## src/rtl/game_pkg.sv

```systemverilog
// Shared constants for the factorization-battle round sequencer.
// Judge result codes, FSM state encoding and winner codes.
// Imported by round_ctrl and round_timer.
package game_pkg;

  // Judge win/lose codes (WL_IN / RESULT)
  localparam logic [1:0] WL_NONE  = 2'b00;
  localparam logic [1:0] WL_SELF  = 2'b01;
  localparam logic [1:0] WL_ENEMY = 2'b10;
  localparam logic [1:0] WL_DRAW  = 2'b11;

  // Round sequencer states
  localparam logic [2:0] ST_IDLE  = 3'd0;
  localparam logic [2:0] ST_LOAD  = 3'd1;
  localparam logic [2:0] ST_REQ   = 3'd2;
  localparam logic [2:0] ST_WAIT  = 3'd3;
  localparam logic [2:0] ST_APPLY = 3'd4;
  localparam logic [2:0] ST_CHECK = 3'd5;
  localparam logic [2:0] ST_GAP   = 3'd6;
  localparam logic [2:0] ST_OVER  = 3'd7;

  // WINNER codes
  localparam logic [1:0] WIN_NONE  = 2'b00;
  localparam logic [1:0] WIN_SELF  = 2'b01;
  localparam logic [1:0] WIN_ENEMY = 2'b10;
  localparam logic [1:0] WIN_BOTH  = 2'b11;

endpackage

```

## src/rtl/round_timer.sv

```systemverilog
// Purpose: loadable down-counter with terminal-count flag (answer window and round gap).
// Latency: load value visible the cycle after load; tc high while count is zero.
// Backpressure: none; load always wins over counting.
// Ports: CLK, RST (async active-low), load, load_val[W], tc.
module round_timer
  import game_pkg::*;
#(
  parameter int W = 4
) (
  input  logic         CLK,
  input  logic         RST,
  input  logic         load,
  input  logic [W-1:0] load_val,
  output logic         tc
);

  logic [W-1:0] cnt;

  always_ff @(posedge CLK or negedge RST) begin
    if (!RST) begin
      cnt <= '0;
    end else if (load) begin
      cnt <= load_val;
    end else if (cnt != '0) begin
      cnt <= cnt - 1'b1;
    end
  end

  // Loading N-1 on entry makes the owning state last exactly N cycles.
  assign tc = (cnt == '0);

endmodule

```

## src/rtl/round_ctrl.sv

```systemverilog
// Purpose: game-round sequencer: request problem, open answer window, apply damage, detect game over.
// Latency: nonzero WL_IN in WAIT at cycle n -> RESULT/RESULT_VLD/HP visible at n+2.
// Backpressure: PROB_REQ held until PROB_RDY; WAIT lasts at most TIMEOUT_CYC cycles.
// Ports: CLK, RST (async active-low), START, PROB_REQ/PROB_RDY handshake, WL_IN judge code,
//        ANS_EN, MY_HP, EN_HP, ROUND_CNT, RESULT, RESULT_VLD, GAME_OVER, WINNER (all registered).
// Build option: define ROUND_CTRL_DRAW_DAMAGE_EN to make a draw damage both players.
module round_ctrl
  import game_pkg::*;
#(
  parameter int HP_W        = 4,
  parameter int HP_INIT     = 5,
  parameter int DMG         = 1,
  parameter int TIMEOUT_CYC = 1024,
  parameter int GAP_CYC     = 8,
  parameter int RND_W       = 8
) (
  input  logic             CLK,
  input  logic             RST,
  input  logic             START,
  output logic             PROB_REQ,
  input  logic             PROB_RDY,
  input  logic [1:0]       WL_IN,
  output logic             ANS_EN,
  output logic [HP_W-1:0]  MY_HP,
  output logic [HP_W-1:0]  EN_HP,
  output logic [RND_W-1:0] ROUND_CNT,
  output logic [1:0]       RESULT,
  output logic             RESULT_VLD,
  output logic             GAME_OVER,
  output logic [1:0]       WINNER
);

`ifdef ROUND_CTRL_DRAW_DAMAGE_EN
  localparam bit DRAW_DMG = 1'b1;
`else
  localparam bit DRAW_DMG = 1'b0;
`endif

  localparam int TMR_MAX = (TIMEOUT_CYC > GAP_CYC) ? TIMEOUT_CYC : GAP_CYC;
  localparam int TMR_W   = $clog2(TMR_MAX);
  localparam logic [HP_W-1:0] DMG_V  = HP_W'(DMG);
  localparam logic [HP_W-1:0] INIT_V = HP_W'(HP_INIT);

  logic [2:0]       state, state_nxt;
  logic [1:0]       wl_lat;
  logic             tmr_load, tmr_tc;
  logic [TMR_W-1:0] tmr_val;
  logic             hit_my, hit_en;
  logic [HP_W-1:0]  my_after, en_after;
  logic [1:0]       win_code;

  round_timer #(.W(TMR_W)) u_timer (
    .CLK      (CLK),
    .RST      (RST),
    .load     (tmr_load),
    .load_val (tmr_val),
    .tc       (tmr_tc)
  );

  // Next state and timer loads. The timer is loaded on the transition into
  // WAIT / GAP so the first cycle of those states already counts.
  always_comb begin
    state_nxt = state;
    tmr_load  = 1'b0;
    tmr_val   = '0;
    case (state)
      ST_IDLE:  if (START) state_nxt = ST_LOAD;
      ST_LOAD:  state_nxt = ST_REQ;
      ST_REQ: begin
        if (PROB_RDY) begin
          state_nxt = ST_WAIT;
          tmr_load  = 1'b1;
          tmr_val   = TMR_W'(TIMEOUT_CYC - 1);
        end
      end
      // A nonzero code on the last window cycle still exits here and is latched below.
      ST_WAIT:  if ((WL_IN != WL_NONE) || tmr_tc) state_nxt = ST_APPLY;
      ST_APPLY: state_nxt = ST_CHECK;
      ST_CHECK: begin
        if ((MY_HP == '0) || (EN_HP == '0)) begin
          state_nxt = ST_OVER;
        end else begin
          state_nxt = ST_GAP;
          tmr_load  = 1'b1;
          tmr_val   = TMR_W'(GAP_CYC - 1);
        end
      end
      ST_GAP:   if (tmr_tc) state_nxt = ST_REQ;
      ST_OVER:  if (START) state_nxt = ST_LOAD;
      default:  state_nxt = ST_IDLE;
    endcase
  end

  // Damage with saturation at zero.
  always_comb begin
    hit_my   = (wl_lat == WL_ENEMY) || (DRAW_DMG && (wl_lat == WL_DRAW));
    hit_en   = (wl_lat == WL_SELF)  || (DRAW_DMG && (wl_lat == WL_DRAW));
    my_after = MY_HP;
    en_after = EN_HP;
    if (hit_my) my_after = (MY_HP > DMG_V) ? (MY_HP - DMG_V) : '0;
    if (hit_en) en_after = (EN_HP > DMG_V) ? (EN_HP - DMG_V) : '0;
  end

  always_comb begin
    win_code = WIN_NONE;
    if ((EN_HP == '0) && (MY_HP != '0))      win_code = WIN_SELF;
    else if ((MY_HP == '0) && (EN_HP != '0)) win_code = WIN_ENEMY;
    else if ((MY_HP == '0) && (EN_HP == '0)) win_code = WIN_BOTH;
  end

  always_ff @(posedge CLK or negedge RST) begin
    if (!RST) begin
      state      <= ST_IDLE;
      wl_lat     <= WL_NONE;
      PROB_REQ   <= 1'b0;
      ANS_EN     <= 1'b0;
      MY_HP      <= '0;
      EN_HP      <= '0;
      ROUND_CNT  <= '0;
      RESULT     <= WL_NONE;
      RESULT_VLD <= 1'b0;
      GAME_OVER  <= 1'b0;
      WINNER     <= WIN_NONE;
    end else begin
      state      <= state_nxt;
      // Request rises one cycle after REQ entry and drops after the acknowledge.
      PROB_REQ   <= (state == ST_REQ) && !PROB_RDY;
      ANS_EN     <= (state_nxt == ST_WAIT);
      GAME_OVER  <= (state_nxt == ST_OVER);
      RESULT_VLD <= (state == ST_APPLY);

      // The exit cycle's code is what survives; a timeout exit latches 00.
      if (state == ST_WAIT) wl_lat <= WL_IN;

      // Load on the transition so the fresh values are visible in LOAD itself.
      if (state_nxt == ST_LOAD) begin
        MY_HP     <= INIT_V;
        EN_HP     <= INIT_V;
        ROUND_CNT <= '0;
        RESULT    <= WL_NONE;
        WINNER    <= WIN_NONE;
      end

      if (state == ST_APPLY) begin
        RESULT <= wl_lat;
        MY_HP  <= my_after;
        EN_HP  <= en_after;
        if (ROUND_CNT != '1) ROUND_CNT <= ROUND_CNT + 1'b1;
      end

      if ((state == ST_CHECK) && (state_nxt == ST_OVER)) WINNER <= win_code;
    end
  end

endmodule

```

## config.mk

```make
export PLATFORM = sky130hd
export DESIGN_NAME = round_ctrl
export DESIGN_NICKNAME = d
export VERILOG_FILES = /design/src/rtl/game_pkg.sv /design/src/rtl/round_timer.sv /design/src/rtl/round_ctrl.sv
export SDC_FILE = /design/constraint.sdc
export NUM_CORES = 1
export LEC_CHECK = 0
export CORE_MARGIN = 2
export CORE_UTILIZATION = 50
export DETAILED_ROUTE_END_ITERATION = 10
export GPL_TIMING_DRIVEN = 0
export PLACE_DENSITY_LB_ADDON = 0.1
export SLEW_MARGIN = 10
export SYNTH_ARGS = -nofsm -noshare
export SYNTH_HDL_FRONTEND = slang
export SYNTH_SLANG_ARGS = --single-unit
```

## constraint.sdc

```tcl
create_clock -name CLK -period 3.9 [get_ports CLK]
set_clock_uncertainty 0.15 [all_clocks]
set_input_delay 0.975 -clock CLK [delete_from_list [all_inputs] [get_ports CLK]]
set_output_delay 0.975 -clock CLK [all_outputs]
set_load 0.05 [all_outputs]
```

### Word level (Yosys, flattened, before mapping)

Index checks and enable logic that the tools add are counted.

* add/subtract/negate cells: 4
* $lt $le $gt $ge: 2
* equality and inequality tests: 15
* multiplexer cells: 30
* reductions and logical operators: 22

Operator list (count)
* $mux W10: 3
* $mux W4: 7
* $mux W8: 3
* $pmux W3 S7: 1
* $pmux W10 S2: 1
* $eq A3 B3 Y1 const B: 5
* $mux W3: 5
* $mux W2: 6
* $logic_not A10 Y1: 1
* $reduce_bool A10 Y1: 1
* $sub A10 B1 Y10 const B: 1
* $eq A3 B2 Y1 const B: 3
* $add A8 B1 Y8 const B: 1
* $gt A4 B1 Y1 const B: 2
* $logic_not A4 Y1: 2
* $ne A8 B8 Y1 const B: 1
* $reduce_bool A2 Y1: 4
* $reduce_bool A4 Y1: 2
* $sub A4 B1 Y4 const B: 2
* $eq A3 B1 Y1 const B: 2
* $logic_and A1 B1 Y1: 5
* $ne A2 B2 Y1 const B: 2
* $reduce_and A2 Y1: 2
* $logic_not A3 Y1: 1
* other kinds (7): 10

* flip-flop bits (word level): 39
* input port bits: 6
* output and inout port bits: 24
* logic and storage cells: 85

### Depth between registers and ports, before layout

Gate-level depths: netlist of the first run.

* depth in word-level cells: 8
* gate-level depth with buffers: 7
* mapped depth without buffers: 6

### By module

A second synthesis of the first run with hierarchy kept.

* cells, all modules: 227
* area, all modules: 2197.1 um^2

Modules (own cells, without submodules)
* round_ctrl: times used 1, cells each 160, area an instance 1602.8 um^2, seq. area each 725.7 um^2
* round_timer: times used 1, cells each 67, area an instance 594.3 um^2, seq. area each 250.2 um^2

### Worst setup path after synthesis of the first run

OpenSTA, ideal clock, no wires.

* kind: reg2reg
* start: register EN_HP[0]
* end: register u_timer.cnt[3]
* library setup time: 143 ps
* data arrival time: 1966 ps
* required time: 3607 ps
* slack: 1641 ps
* cell stages (with the launch flop): 7
* path buffers: 0
* period minus slack after synthesis: 2259 ps
* cells stage by stage: dfrtp_1 > inv_1 > ha_1 > nor3b_1 > a211o_1 > o21ai_0 > o21ai_0

* longest elaborated chain between the ends: 5
* elaborated cells between the ends (all ways): 6
* classes of those cells: mux (3); reduce/logical (3)

RTL lines
* from (decl): RTL line round_ctrl.sv:25 `output logic [HP_W-1:0] EN_HP,`
* from (signal assigned): RTL line round_ctrl.sv:147 `EN_HP <= en_after;`
* $logic_not A4 Y1 (*): RTL line round_ctrl.sv:80 `if ((MY_HP == '0) || (EN_HP == '0)) begin`
* $logic_or A1 B1 Y1 (*): RTL line round_ctrl.sv:80
* $mux W1 (*): RTL line round_ctrl.sv:80
* $pmux W1 S2 (*): RTL line round_ctrl.sv:66 `case (state)`
* $mux W10 or $reduce_bool A2 Y1 (tied branches)
* to (signal assigned): RTL line round_timer.sv:23 `cnt <= load_val;`
* to (signal assigned): RTL line round_timer.sv:25 `cnt <= cnt - 1'b1;`
* to (decl): RTL line round_timer.sv:17 `logic [W-1:0] cnt;`

Mark *: on every way between the ends. The rest lies on a longest branch, timed or not.
A chain may end at the register's enable or synchronous reset.

### Final worst setup path of the first run

* start: register ROUND_CNT[3]
* end: output port ROUND_CNT[3]

RTL lines
* from (decl): RTL line round_ctrl.sv:26 `output logic [RND_W-1:0] ROUND_CNT,`
* from (signal assigned): RTL line round_ctrl.sv:148 `if (ROUND_CNT != '1) ROUND_CNT <= ROUND_CNT + 1'b1;`

No word-level cell between the ends.

==> impl_metrics.py, run 1 <==
metrics = {
    "floorplan": {
        "initial_utilization_pct": 52.0,
        "die_area_um2": 4720,
        "num_io_pins": 30,
        "die_width_um": 68.7,
        "die_h_um": 68.7,
        "fp.coreArea_um2": 4030,
        "core.rowCount": 23,
    },
    "route": {
        "drtIter0Drc": 79,
        "detail_route.wl_per_cell_um": 14.2,
        "route.met2.wl_mm": 2.06,
        "routed-via-count": 1672,
        "routed-wl-met3_um": 157,
        "detail_route.first_pass.iterations": 4,
        "drt-vias-per-instance": 5.63,
        "drtAntennaViolNets": 0,
        "post-route-drc-count": 0,
        "top_layer_used": "met4",
        "m1WireLength_mm": 1.96,
        "finalWirelength_mm": 4.23,
    },
    "logic_synthesis": {
        "post-synth-top-area-fraction_pct": 46.6,
        "post_synth_inst_count": 209,
        "yosys-top-cells-area": "sky130_fd_sc_hd__dfrtp_1 47%, sky130_fd_sc_hd__ha_1 4.2%, sky130_fd_sc_hd__o21ai_0 4.1%",
        "fraction_of_the_yosys_area_taken_by_sequential_cells_pct": 46.6,
        "ys_seq_elements": 39,
        "synth.yosys.warnings": 0,
        "ys_types": 49,
        "synth-async-reset-ratio_pct": 100,
        "synth_area_per_cell_um2": 10.0,
        "postSynthNetCount": 222,
        "yosys_most_used_dff": "sky130_fd_sc_hd__dfrtp_1",
        "synth-edff-count": 0,
        "cell_type_with_the_highest_aggregate_area_in_the_netlist": "sky130_fd_sc_hd__dfrtp_1",
        "syn_area_um2": 2090,
    },
    "placed_design": {
        "placedCellCount": 289,
        "post-dp-hpwl_mm": 3.08,
        "place_area_um2": 2460,
        "buffer_ports.inserted": 29,
        "gpl.final_weighted_congestion": 0.800,
    },
    "worst_setup_path": {
        "setup.worst_path.end_class": "primary output",
        "critical_path.reg2reg.endpoint": "state[2]",
        "timing.critical_path.max_delay_family": "buffers and inverters",
        "worstRegToRegCells": 7,
        "slowest_delay_ns": 0.85,
        "crit_path_cell_trace": "clkdlybuf4s50_1",
        "cp.required_ns": 2.77,
        "critical-path-slowest-cell": "sky130_fd_sc_hd__clkdlybuf4s50_1",
        "timing_worst_setup_path_type": "register to primary output",
        "r2r_slack_ns": 1.53,
        "path_buf_inv": 1,
        "r2r_start": "u_timer.cnt[0]",
        "critical_path_arrival_ns": 1.60,
        "timing.critical_path.from_type": "register",
        "timing.critical_path.fanout_max": 7,
    },
    "timing": {
        "period_share_pct": 69.9,
        "finalCriticalPeriod_ns": 2.73,
        "number_of_max_slew_violations_in_the_final_report": 0,
        "totalNegativeSetupSlack_ns": 0,
        "worst-slew-pin-transition_ns": 0.616,
        "grt_setup_unrepaired": "no",
        "timing.final.setup_violations": 0,
        "clock.fmax_ghz": 0.367,
        "fin_hold_ws_ns": 0.358,
        "finalHoldViolations": 0,
        "timing.max_slew.rel_slack_pct": 58.5,
    },
    "worst_hold_path": {
        "startpoint_of_the_most_critical_hold_path": "RESULT[1]",
        "holdCritPathClass": "register to register",
        "timing.hold.worst_path_depth": 1,
        "holdPathEnd": "RESULT[1]",
    },
    "clocking": {
        "ctsRootBufferMaster": "sky130_fd_sc_hd__clkbuf_8",
        "clk_transition_reported_paths_ns": 0.08,
        "postCtsSetupRepairBufs": 0,
        "cts_tree": "done",
        "clock_sinks": 39,
        "clock_path_buffers": 2,
        "cts_buffers": 5,
        "ctsHtreeMaxLevel": 2,
        "post_cts_hold_buffer_count": 0,
        "latest_clock_arrival_within_the_worst_skew_pair_ns": 0.29,
        "post_cts_resize_count": 0,
    },
    "global_routing": {
        "grt_pass1_vias": 1601,
        "grt_remaining_overflow": 0,
        "grt_first_pass_wirelength_mm": 7.30,
        "antenna_found_initial": 0,
        "grt_max_degree": 26,
        "gr-usage-all-layers_pct": 20.9,
    },
    "finish": {
        "antenna_cells_inserted": 0,
        "layout.cell_area.non_filler_um2": 2540,
        "syn2layout_area_growth_pct": 21.6,
        "final_layout_size_suffix_gt1_share_pct": 8.91,
        "finalNonFillerCells": 297,
        "design.final.nets": 259,
    },
    "pwr": {
        "fin_total_pwr_mw": 1.75,
        "power_leakage_nw": 1.05,
        "irDropWorstVdd_mv": 0.380,
        "power_density_nw_per_um2": 689,
    },
    "outcome": {
        "outcome": "complete, no violations",
    },
    "flow_run": {
        "drv_cap": 0,
    },
}
Yosys cell counts, drive strengths merged, types with 4 or more instances:
library cell  count
dfrtp            39
nand2            21
o21ai            19
inv              14
nand3             9
nor2              9
nor3              9
ha                7
nor3b             7
xnor2             7
nor4              5
o21a              5
a21oi             4
a22o              4
clkbuf            4
mux2              4
nand3b            4
power by group:
group          switching (mW)  internal [mW]
sequential              0.129          0.534
clock                   0.142          0.122
combinational           0.499          0.327
sequential cells by signal (all words and copies together) (netlist names), 2 cells and up:
signal       flops
u_timer.cnt     10
ROUND_CNT        8
EN_HP            4
MY_HP            4
state            3
RESULT           2
WINNER           2
wl_lat           2
stage by stage:
step | worst slack, ns | utilization, %
2_1_floorplan | 1.64 | -
3_3_place_gp | 0.761 | 60.7
3_5_place_dp | 1.10 | 61.1
4_1_cts | 1.15 | 63.2
5_1_grt | 1.11 | 63.2
6_report | 1.17 | 63.2
cells by family (layout without fill, tap and decap cells):
group / after synthesis / after routing / share of synthesized area (%)
AO/OA/AOI/OAI: 47 / 47 / 15.5
XOR/XNOR: 9 / 9 / 3.77
adder cells (fa/ha/maj): 7 / 7 / 4.18
buffers and inverters: 21 / 59 / 5.20
flip-flops: 39 / 39 / 46.6
multiplexers: 7 / 7 / 3.59
AND/OR/NAND/NOR: 79 / 79 / 21.1
worst register-to-register path: cells and delay by family (launching register included):
kind | cells | cell delay, ns
DFF | 1 | 0.42
AOI/OAI and AO/OA | 2 | 0.49
adders and majority gates | 1 | 0.17
buffers and inverters | 2 | 0.30
and+or+nand+nor | 2 | 0.70
how the worst max path moves through the flow:
stage,from,end,depth (start not counted)
finish,ROUND_CNT[3],ROUND_CNT[3],1
global route,ROUND_CNT[3],ROUND_CNT[3],1
floorplan,EN_HP[0],u_timer.cnt[3],6
detailed placement,START,ROUND_CNT[7],5
global placement,RST,ANS_EN,1
CTS,ROUND_CNT[3],ROUND_CNT[3],1
area by class of cell:
cell class | count | area, um^2
clock buffer | 5 | 68.8
tap | 50 | 62.6
multi-input combinational | 149 | 1010
fill | 353 | 1480
buffer | 7 | 51.3
inverter | 14 | 57.6
clock inverter | 3 | 15.0
timing repair buffer | 30 | 305
sequential | 39 | 976
placed cells by master, fill, tap and decap left out, drive strengths merged, types with 2 or more instances in the layout:
master,instances
nand3,9
a211oi,2
nor2,9
nor3,9
or4,2
or3,3
nor4,5
a21oi,4
nor2b,3
a22o,4
dfrtp,39
o21a,5
clkdlybuf4s50,28
o21ai,19
nand3b,4
nand2,21
inv,14
nor3b,7
mux2i,3
mux2,4
ha,7
clkinv,3
clkbuf,9
xnor2,7
buf,5
a22oi,2
a32o,2
xor2,2
metal layers:
metal | up-vias | global-route usage, %
met5 | - | 0
met4 | 0 | 6.62
met3 | 7 | 4.55
met2 | 41 | 33.7
met1 | 799 | 28.2
li1 | 825 | -
Power figures use the tool's default switching activity.
==> run 2, diff against run 1 <==
- CORE_UTILIZATION: 50 -> 49
- clock period: 3.9 -> 2.2 ns (I/O delays scaled with it)
==> run 2 against run 1 <==
  * Critical path depth stayed put
  * Worst setup slack worse by 1.1 ns
  * Non-clock buffer count stayed put
  * Critical endpoint is now ANS_EN
  * Global-route usage is 2.1 points lower
  * Clock power is 76% higher
==> impl_metrics.py, run 2 (synthesis results as in run 1) <==
metrics = {
    "pwr": {
        "fin_total_pwr_mw": 3.10,
        "power_leakage_nw": 1.20,
        "netSwitchingFraction_pct": 44.4,
        "register_share_of_total_power_pct": 38.5,
        "pwr-share-clk_pct": 15.0,
        "irDropWorstVdd_mv": 0.597,
        "power.net_switching_mw": 1.38,
        "power_density_nw_per_um2": 1210,
        "internal_power_mw": 1.73,
        "fraction_of_power_consumed_by_combinational_cells_pct": 46.5,
    },
    "route": {
        "routed-wl-met3_um": 167,
        "routed-via-count": 1666,
        "detail_route.wl_per_cell_um": 14.3,
        "drtIter0Drc": 60,
        "drtAntennaViolNets": 0,
        "finalWirelength_mm": 4.24,
        "post-route-drc-count": 0,
        "detail_route.first_pass.iterations": 4,
        "route.met2.wl_mm": 1.94,
        "drt-vias-per-instance": 5.61,
        "top_layer_used": "met4",
        "m1WireLength_mm": 2.07,
    },
    "outcome": {
        "outcome": "complete, no violations",
    },
    "placed_design": {
        "detailedPlace.worstSlack_ns": -0.122,
        "gpl.final_weighted_congestion": 0.781,
        "buffer_ports.inserted": 29,
        "post-dp-hpwl_mm": 3.05,
        "placedCellCount": 289,
        "place_area_um2": 2470,
    },
    "worst_setup_path": {
        "setup.worst_path.end_class": "primary output",
        "critical-path-slowest-cell": "sky130_fd_sc_hd__clkdlybuf4s50_1",
        "slowest_delay_ns": 0.80,
        "cp.required_ns": 1.50,
        "timing.critical_path.from_type": "register",
        "timing.critical_path.fanout_max": 1,
        "crit_path_cell_trace": "clkdlybuf4s50_1",
        "timing_worst_setup_path_type": "register to primary output",
        "path_buf_inv": 1,
        "critical_path_arrival_ns": 1.41,
        "timing.critical_path.max_delay_family": "buffers and inverters",
    },
    "clocking": {
        "clk_transition_reported_paths_ns": 0.07,
        "cts_tree": "done",
        "ctsRootBufferMaster": "sky130_fd_sc_hd__clkbuf_8",
        "clock_path_buffers": 2,
        "clock_sinks": 39,
        "post_cts_hold_buffer_count": 0,
        "latest_clock_arrival_within_the_worst_skew_pair_ns": 0.29,
        "cts_buffers": 5,
        "ctsHtreeMaxLevel": 2,
    },
    "timing": {
        "finalHoldViolations": 0,
        "timing.final.setup_violations": 0,
        "number_of_max_slew_violations_in_the_final_report": 0,
        "fin_hold_ws_ns": 0.0535,
        "grt_setup_unrepaired": "no",
        "timing.max_slew.rel_slack_pct": 65.3,
        "final_critical_path_setup_slack_ns": 0.0873,
        "worst-slew-pin-transition_ns": 0.520,
        "finalCriticalPeriod_ns": 2.11,
        "clock.fmax_ghz": 0.473,
        "period_share_pct": 96.0,
    },
    "floorplan": {
        "die_h_um": 69.4,
        "die_area_um2": 4810,
        "num_io_pins": 30,
        "initial_utilization_pct": 51.6,
        "core.rowCount": 23,
        "fp.coreArea_um2": 4060,
        "die_width_um": 69.4,
    },
    "finish": {
        "final_cell_mix": "37 x sky130_fd_sc_hd__dfrtp_1, 21 x sky130_fd_sc_hd__nand2_1, 16 x sky130_fd_sc_hd__o21ai_0",
        "final_layout_size_suffix_gt1_share_pct": 10.1,
        "most_flops_register": "u_timer.cnt",
        "largest_register_ff_count": 10,
        "syn2layout_area_growth_pct": 22.8,
        "mostFrequentLayoutCell": "sky130_fd_sc_hd__dfrtp_1",
        "antenna_cells_inserted": 0,
        "largest_registers": "u_timer.cnt (10), ROUND_CNT (8)",
        "layout.cell_area.non_filler_um2": 2570,
        "design.final.nets": 259,
        "finalNonFillerCells": 297,
    },
    "global_routing": {
        "grt_max_degree": 23,
        "grt_remaining_overflow": 0,
        "grt_first_pass_wirelength_mm": 7.31,
        "antenna_found_initial": 0,
        "grt_pass1_vias": 1586,
        "gr-usage-all-layers_pct": 18.8,
    },
    "worst_hold_path": {
        "holdCritPathClass": "primary input to asynchronous set/reset pin",
    },
    "flow_run": {
        "drv_cap": 0,
    },
}
run 2: cell types whose count changed in the layout (fill, tap and decap cells not counted), moves of 2 or more:
cell	before	now
sky130_fd_sc_hd__nor3b_1	7	5
sky130_fd_sc_hd__dfrtp_2	0	2
sky130_fd_sc_hd__dlygate4sd2_1	0	14
sky130_fd_sc_hd__clkbuf_1	4	6
sky130_fd_sc_hd__dlymetal6s2s_1	0	6
sky130_fd_sc_hd__clkdlybuf4s50_1	28	8
sky130_fd_sc_hd__clkinv_2	3	1
sky130_fd_sc_hd__dfrtp_1	39	37
run 2: layer usage:
| layer | GRT usage (%) | vias to the layer above |
|---|---|---|
| li1 | - | 827 |
| met1 | 24.8 | 797 |
| met2 | 29.8 | 38 |
| met3 | 5.23 | 4 |
| met4 | 6.75 | 0 |
| met5 | 0 | - |
run 2: final timing paths:
check,from,endpoint,slack (ns),depth (start not counted)
setup / recovery,ANS_EN,ANS_EN,0.09,1
hold / removal,RST,ROUND_CNT[4],0.05,1
setup reg to reg,u_timer.cnt[0],state[2],0.15,7
hold reg to reg,RESULT[0],RESULT[0],0.35,1
max in group asynchronous,RST,state[2],1.38,2
min in group CLK,RESULT[0],RESULT[0],0.35,1
run 2: power groups by stage:
stage	Sequential, mW	Clock, mW	Combinational (mW)
global placement	1.20	0	1.43
global route	1.23	0.517	1.60
CTS	1.19	0.482	1.44
detailed placement	1.20	0	1.47
finish	1.20	0.466	1.44
floorplan	1.47	0	0.758
run 2: cell type report:
cell class              instances  area (um^2)
repair buffers                 30          310
plain buffers                   7         51.3
inverters                      14         57.6
clock buffers                   7         76.3
fillers                       350         1490
flip-flops and latches         39          978
clock inverters                 1         5.00
multi-input cells             149         1030
well taps                      50         62.6
run 2: timing repair:
action / 4_1_cts / 5_1_grt
setup buffers: 0 / 0
endpoints found under the setup margin: 22 / 15
resized for setup: 16 / 10
hold endpoints to repair: 0 / 0
run 2: per-stage QoR:
step           setup TNS (ns)  utilization [%]
2_1_floorplan               0                -
3_3_place_gp           -23.67             60.3
3_5_place_dp            -1.55             60.9
4_1_cts                     0             62.6
5_1_grt                     0             63.3
6_report                    0             63.3
==> run 3, diff against run 2 <==
- CORE_UTILIZATION: 49 -> 50
- DONT_BUFFER_PORTS: not set -> 1
- SLEW_MARGIN: 10 -> 20
- clock period: 2.2 -> 2.45 ns (I/O delays scaled with it)
==> run 3 against run 2 <==
  * Largest cell class unchanged
  * First-iteration DRC count increased by 50%
  * Hold slack worse by 0.060 ns
  * Wire length up 1.6%
  * Clock-buffer cell count rose by 1
  * Global-route usage increased by 1.9 points
  * Power shrank 13%
  * Sequential power rose by 14%
  * Critical path depth grew 5
  * Via count is 3.8% lower
  * Clock power is 3% higher
  * The run now ends with hold timing left
==> impl_metrics.py, run 3 (synthesis results as in run 1) <==
metrics = {
    "worst_setup_path": {
        "r2r_start": "EN_HP[0]",
        "worstRegToRegCells": 6,
        "r2r_slack_ns": 0.20,
        "timing.critical_path.from_type": "register",
        "critical_path_arrival_ns": 2.25,
        "timing.critical_path.fanout_max": 7,
        "setup.worst_path.end_class": "register",
        "critical_path.reg2reg.endpoint": "u_timer.cnt[6]",
        "cp.required_ns": 2.45,
        "timing_worst_setup_path_type": "register to register",
    },
    "placed_design": {
        "detailedPlace.worstSlack_ns": -0.172,
        "gpl.final_weighted_congestion": 0.784,
        "post-dp-hpwl_mm": 3.10,
        "buffer_ports.inserted": 0,
    },
    "clocking": {
        "cts_buffers": 5,
        "ctsHtreeMaxLevel": 2,
        "cts_tree": "done",
        "latest_clock_arrival_within_the_worst_skew_pair_ns": 0.29,
        "clk_transition_reported_paths_ns": 0.08,
        "clock_sinks": 39,
        "clock_path_buffers": 2,
        "ctsRootBufferMaster": "sky130_fd_sc_hd__clkbuf_8",
        "postCtsSetupRepairBufs": 0,
    },
    "finish": {
        "design.final.nets": 230,
        "mostFrequentLayoutCell": "sky130_fd_sc_hd__dfrtp_1",
        "most_flops_register": "u_timer.cnt",
        "syn2layout_area_growth_pct": 9.44,
        "largest_register_ff_count": 10,
        "final_layout_size_suffix_gt1_share_pct": 11.9,
        "largest_registers": "u_timer.cnt (10), ROUND_CNT (8)",
        "final_core_util_pct": 56.9,
        "antenna_cells_inserted": 0,
        "final_cell_mix": "35 x sky130_fd_sc_hd__dfrtp_1, 21 x sky130_fd_sc_hd__nand2_1, 16 x sky130_fd_sc_hd__o21ai_0",
    },
    "pwr": {
        "irDropWorstVdd_mv": 0.540,
        "power_leakage_nw": 0.944,
        "power_density_nw_per_um2": 1180,
    },
    "timing": {
        "finalHoldViolations": 6,
        "timing.final.setup_violations": 0,
        "timing.max_slew.rel_slack_pct": 59.6,
        "finalCriticalPeriod_ns": 2.25,
        "final_critical_path_setup_slack_ns": 0.203,
        "number_of_max_slew_violations_in_the_final_report": 0,
        "grt_setup_unrepaired": "no",
        "clock.fmax_ghz": 0.445,
        "fin_hold_ws_ns": -0.00615,
        "period_share_pct": 91.7,
        "worst-slew-pin-transition_ns": 0.606,
    },
    "worst_hold_path": {
        "holdCritPathClass": "primary input to asynchronous set/reset pin",
    },
    "global_routing": {
        "antenna_found_initial": 0,
        "gr-usage-all-layers_pct": 20.8,
        "grt_first_pass_wirelength_mm": 7.20,
        "grt_remaining_overflow": 0,
        "grt_pass1_vias": 1652,
        "grt_max_degree": 40,
    },
    "route": {
        "post-route-drc-count": 0,
        "finalWirelength_mm": 4.31,
        "drtAntennaViolNets": 0,
        "detail_route.first_pass.iterations": 4,
        "detail_route.wl_per_cell_um": 16.1,
        "routed-via-count": 1602,
        "drt-vias-per-instance": 5.98,
        "drtIter0Drc": 90,
    },
    "floorplan": {
        "fp.coreArea_um2": 4030,
        "num_io_pins": 30,
        "core.rowCount": 23,
        "die_width_um": 68.7,
        "die_area_um2": 4720,
        "die_h_um": 68.7,
        "initial_utilization_pct": 52.0,
    },
    "outcome": {
        "outcome": "complete, but fails checks",
        "failing_checks": "hold timing",
    },
    "flow_run": {
        "drv_cap": 0,
    },
}
## run 3: worst max-delay path by stage
stage	from	endpoint	slack [ns]
2_1_floorplan	EN_HP[0]	u_timer.cnt[3]	0.19
5_1_grt	u_timer.cnt[5]	state[2]	0.04
6_report	EN_HP[0]	u_timer.cnt[6]	0.20
3_5_place_dp	EN_HP[0]	u_timer.cnt[5]	-0.17
3_3_place_gp	EN_HP[0]	u_timer.cnt[3]	-0.11
4_1_cts	EN_HP[1]	u_timer.cnt[6]	0.05
## run 3: layer usage
metal  GRT usage (%)  share of wire (%)  vias up
met5               0                  0        -
met2            36.2                 52       37
li1                -                  -      766
met3            5.52                5.4        4
met1            24.2                 42      795
met4            8.09               0.91        0
## run 3: critical path: stages (launching register included)
cell and delay (ns):
sky130_fd_sc_hd__dfrtp_2 0.57, sky130_fd_sc_hd__inv_1 0.09, sky130_fd_sc_hd__ha_1 0.27, sky130_fd_sc_hd__nor3b_2 0.21, sky130_fd_sc_hd__a211o_1 0.32, sky130_fd_sc_hd__o21ai_1 0.34
sky130_fd_sc_hd__o21ai_0 0.16
## run 3: cell type report
| cell class | instances | area, um^2 |
|---|---|---|
| plain buffers | 7 | 51.3 |
| clock buffers | 8 | 100 |
| fillers | 348 | 1740 |
| inverters | 14 | 57.6 |
| multi-input cells | 149 | 1020 |
| flip-flops and latches | 39 | 981 |
| well taps | 50 | 62.6 |
| repair buffers | 1 | 20.0 |
## run 3: metrics by stage
step                      hold WS (ns)  area, um^2  std cells  setup TNS (ns)  total power [mW]
after floorplan                  0.167        2090        209               0              2.00
after global placement           0.168        2160        259          -0.726              2.15
after detailed placement         0.168        2160        259           -1.17              2.22
after CTS                      0.00497        2280        268               0              2.72
after global routing           0.00779        2290        268               0              2.92
final                         -0.00615        2290        268               0              2.71
## run 3: what timing repair did
| item | 4_1_cts | 5_1_grt |
|---|---|---|
| endpoints found under the hold margin | 39 | 0 |
| pin swaps | 0 | 0 |
| gates cloned | 0 | 0 |
| endpoints found under the setup margin | 8 | 10 |
| hold buffers | 1 | 0 |
| resized for setup | 3 | 4 |
## run 3: power breakdown
group,switching [mW],internal (mW)
Sequential,0.523,0.849
Clock,0.223,0.257
Combinational,0.475,0.384
